$ cat config.mk
export PLATFORM = sky130hd
export DESIGN_NAME = ar_id_allocator
export DESIGN_NICKNAME = d
export VERILOG_FILES = /design/src/rtl/ar_id_allocator.sv
export SDC_FILE = /design/constraint.sdc
export NUM_CORES = 1
export LEC_CHECK = 0
export CAP_MARGIN = 10
export CORE_ASPECT_RATIO = 1.25
export CORE_UTILIZATION = 40
export DETAILED_ROUTE_END_ITERATION = 10
export PLACE_DENSITY = 0.73
export SETUP_SLACK_MARGIN = 0.15
export SLEW_MARGIN = 0
export SYNTH_ARGS = -nofsm -noshare
export SYNTH_HDL_FRONTEND = slang
export SYNTH_SLANG_ARGS = --single-unit
export TNS_END_PERCENT = 10
$ cat constraint.sdc
create_clock -name clk -period 2.64 [get_ports clk]
set_input_delay 0.264 -clock clk [delete_from_list [all_inputs] [get_ports clk]]
set_output_delay 0.264 -clock clk [all_outputs]
set_load 0.005 [all_outputs]
$ cat src/rtl/ar_id_allocator.sv
// Tags ID-less read requests with round-robin 4-bit ARIDs, caps the number of
// outstanding IDs, and passes in-order R data back while flagging misordered returns.
module ar_id_allocator #(
  parameter int DATA_WIDTH      = 8,
  parameter int ADDR_WIDTH      = 8,
  parameter int MAX_OUTSTANDING = 16
) (
  input  logic                  clk,
  input  logic                  rst_n,
  input  logic [ADDR_WIDTH-1:0] u_araddr_i,
  input  logic                  u_arvalid_i,
  output logic                  u_arready_o,
  output logic [ADDR_WIDTH-1:0] m_araddr_o,
  output logic [3:0]            m_arid_o,
  output logic                  m_arvalid_o,
  input  logic                  m_arready_i,
  input  logic [DATA_WIDTH-1:0] m_rdata_i,
  input  logic [3:0]            m_rid_i,
  input  logic                  m_rvalid_i,
  output logic                  m_rready_o,
  output logic [DATA_WIDTH-1:0] u_rdata_o,
  output logic                  u_rvalid_o,
  input  logic                  u_rready_i,
  output logic [4:0]            outstanding_o,
  output logic                  order_err_o
);

  localparam logic [4:0] MAX_CNT = 5'(MAX_OUTSTANDING);

  logic                  r_arvalid;
  logic [3:0]            r_arid;
  logic [ADDR_WIDTH-1:0] r_araddr;
  logic [3:0]            r_alloc_ptr;
  logic [3:0]            r_release_ptr;
  logic [4:0]            r_count;
  logic                  r_err;

  logic                  w_not_full;
  logic                  w_arready;
  logic                  w_alloc;
  logic                  w_release;
  logic [4:0]            w_count_next;

  // rst_n gating keeps the requester from seeing ready while the block is held in reset
  assign w_not_full = (r_count < MAX_CNT);
  assign w_arready  = rst_n && (!r_arvalid || m_arready_i) && w_not_full;
  assign w_alloc    = u_arvalid_i && w_arready;
  assign w_release  = m_rvalid_i && u_rready_i;

  always_comb begin
    w_count_next = r_count;
    if (w_alloc && !w_release) begin
      w_count_next = r_count + 5'd1;
    end else if (w_release && !w_alloc) begin
      if (r_count != 5'd0) w_count_next = r_count - 5'd1;
    end else if (w_alloc && w_release && r_count == 5'd0) begin
      // a spurious release cannot cancel a genuine allocation
      w_count_next = 5'd1;
    end
  end

  always_ff @(posedge clk or negedge rst_n) begin
    if (!rst_n) begin
      r_arvalid     <= 1'b0;
      r_arid        <= 4'd0;
      r_araddr      <= '0;
      r_alloc_ptr   <= 4'd0;
      r_release_ptr <= 4'd0;
      r_count       <= 5'd0;
      r_err         <= 1'b0;
    end else begin
      if (w_alloc) begin
        r_arvalid   <= 1'b1;
        r_arid      <= r_alloc_ptr;
        r_araddr    <= u_araddr_i;
        r_alloc_ptr <= r_alloc_ptr + 4'd1;
      end else if (m_arready_i) begin
        r_arvalid <= 1'b0;
      end
      if (w_release) begin
        r_release_ptr <= r_release_ptr + 4'd1;
        if (r_count == 5'd0 || m_rid_i != r_release_ptr) r_err <= 1'b1;
      end
      r_count <= w_count_next;
    end
  end

  assign u_arready_o   = w_arready;
  assign m_arvalid_o   = r_arvalid;
  assign m_arid_o      = r_arid;
  assign m_araddr_o    = r_araddr;
  assign outstanding_o = r_count;
  assign order_err_o   = r_err;

  assign u_rdata_o  = m_rdata_i;
  assign u_rvalid_o = m_rvalid_i;
  assign m_rready_o = u_rready_i;

endmodule

==> metrics.csv <==
stage,metric,value,unit
status,status,"complete, but fails checks",
status,violated checks,DRC,
synthesis,post-synth cell types,43,
timing,Max Slew Vio Count,0,
min_path,Worst Hold Class,in -> async,
timing,final-report setup violation count,0,
drt,DRT Pass-1 Iters,7,
die,io pins,56,
die,core area,3540,sq um
power_and_ir_drop,Max rail drop VDD,0.427,mV
synthesis,syn avg cell area,11.6,sq um
placed_design,GP Congestion,0.768,
critical_path,CP endpoint kind,flop,
critical_path,Setup crit start,outstanding_o[4],
clock_network,clock sinks,27,
placed_design,Post-DP Area,1870,sq um
clock_network,CTS Buf Count,3,
die,# rows,24,
grt,Tot GR Track Use,16.2,%
placed_design,I/O Buffers,39,
clock_network,Longest Clk Path Bufs,2,
clock_network,Post-CTS Resized,0,
synthesis,"Seq/Total Area, Yosys",45.0,%
final_layout,"most common cell after layout, fill and taps aside",clkdlybuf4s50_1,
final_layout,share of cells above drive strength 1,22.4,%
grt,largest net degree at the start of global routing,28,
critical_path,"Arr. time, crit path",2200,ps
synthesis,Post-Synthesis Net Count,163,
final_layout,area grow syn2layout,27.6,%
critical_path,Setup Crit Path Kind,reg -> reg,
drt,drt via density,5.38,
timing,FMAX,493,MHz
die,initial cell density of the core,42.4,%
grt,first-pass GRT wire length,5.06,mm
drt,DRC errors left,6,
clock_network,# H-tree levels,1,
drt,DR iter-0 viols,21,
timing,Slew @ Worst Pin,394,ps
drt,"antenna viol nets, final",0,
critical_path,Worst R2R Start,outstanding_o[4],
die,Die X,56.8,microns
clock_network,clock slew at reported path FFs,100,ps
timing,Fin. Hold Viols,0,
clock_network,Root Buffer,clkbuf_8,
synthesis,Cells after Synth,129,
placed_design,detailed-placement wirelength estimate,2.31,mm
grt,Overflow after GRT,0,
final_layout,"commonest cells after routing, fill and taps aside","clkdlybuf4s50_1, dfrtp_1, mux2_2, ha_1, xnor2_1",
grt,number of global-route vias before repair,1135,
synthesis,Post-synth ARST share,100,%
drt,wire length per cell,15.3,microns
power_and_ir_drop,Pleak,0.809,nW
timing,Slew Limit Headroom,73.6,%
synthesis,Yosys warnings,0,
synthesis,"Primary FF master, synth",dfrtp_1,
synthesis,"EDFF count, synth",0,
critical_path,CP max FO,6,
job,max-cap viol count,0,
critical_path,startpoint class of the critical path,flop,
synthesis,mapped cell area,1500,sq um
timing,Final Cycle Share,76.9,%
grt,initial antenna violation count,0,
final_layout,Antenna Cells,0,
timing,RSZ-0062 raised after global routing,no,
die,die area,4010,sq um
synthesis,flop and latch count out of synthesis,27,
timing,Final min period,2030,ps
final_layout,# nets final,196,
clock_network,postcts setup bufs,0,
final_layout,Layout Cell Area excl Fill,1920,sq um
clock_network,worst skew pair latency,280,ps
clock_network,CTS tree,done,
drt,final wirelength,3.06,mm
critical_path,Worst Path Required,2810,ps
drt,Vias,1075,
timing,Setup Skew,6.63,ps
timing,setup TNS,0,ps
power_and_ir_drop,PwrDens,852,nW/um^2
clock_network,cts-stage hold buffer count,0,
die,chip height,70.5,microns
worst max-delay path: stages, from the launching register on:
cell and delay, ps:
dfrtp_1 490, nor3b_2 240, nand2_1 130, ha_1 350
a21bo_2 270, and2_4 160, a221o_1 280
layer usage:
layer  vias up  track usage, %  part of all wire (%)
li1        504               -                     -
met1       533            19.8                    40
met2        33            27.9                    53
met3         5            2.96                   4.3
met4         0            6.78                   1.7
met5         -               0                     0
kinds of logic after synthesis:
kind of cell	Yosys count	synth area share [%]
multiplexers	16	11.9
AO/OA/AOI/OAI	17	8.16
flip-flops	27	45.0
XOR/XNOR	10	5.83
AND/OR/NAND/NOR	32	14.6
buffers and inverters	19	7.91
adder cells (fa/ha/maj)	8	6.66
layout make-up:
type | count | area, sq um
fill | 333 | 1630
timing repair buffer | 43 | 420
inverter | 4 | 15.0
multi-input combinational | 83 | 708
clock inverter | 1 | 7.51
sequential | 27 | 676
clock buffer | 3 | 41.3
tap | 39 | 48.8
metrics by stage:
step	power, W	std cells	setup slack, ps	hold WS [ps]	util [%]
2_1_floorplan	0.00107	129	462	-31.6	-
3_3_place_gp	0.00136	196	425	443	52.7
3_5_place_dp	0.00141	196	346	447	52.7
4_1_cts	0.00165	200	598	402	54.1
5_1_grt	0.00175	200	494	412	54.1
6_report	0.00163	200	610	394	54.1
power breakdown:
group          switching, W  internal, W  leakage (nW)
Combinational      0.000229     0.000425         0.466
Sequential         0.000161     0.000575         0.321
Clock              0.000136     0.000107        0.0217
Total              0.000526      0.00111         0.809
Yosys cell counts, types with 2 or more instances:
| master | count | share of area [%] |
|---|---|---|
| a21oi_1 | 6 | 2.0 |
| nand3b_1 | 2 | 1.0 |
| dfrtp_1 | 27 | 45 |
| nand3_1 | 2 | 0.67 |
| ha_1 | 8 | 6.7 |
| xnor2_1 | 7 | 4.1 |
| o21ai_0 | 2 | 0.67 |
| and4b_2 | 2 | 1.5 |
| xor2_1 | 3 | 1.7 |
| nor2_1 | 4 | 1.0 |
| mux2_2 | 15 | 11 |
| nand4_1 | 3 | 1.2 |
| clkbuf_1 | 2 | 0.50 |
| nand2_1 | 5 | 1.2 |
| buf_4 | 10 | 5.0 |
| inv_1 | 3 | 0.75 |
| nor2b_1 | 2 | 0.83 |
worst paths after layout:
check	end	slack, ps	depth (start not counted)
hold / removal	outstanding_o[4]	390	2
setup / recovery	outstanding_o[4]	610	6
max in group asynchronous	r_alloc_ptr[2]	1980	2
hold reg to reg	order_err_o	460	1
setup reg to reg	outstanding_o[4]	610	6
min in group clk	order_err_o	460	1
flip-flops by register name, summed over array words and instances, names as in the netlist:
signal and cells:
r_alloc_ptr 4, r_release_ptr 4, order_err_o 1, m_araddr_o 8, outstanding_o 5, m_arvalid_o 1, m_arid_o 4
Note: power is estimated with default switching activity, not from simulation.
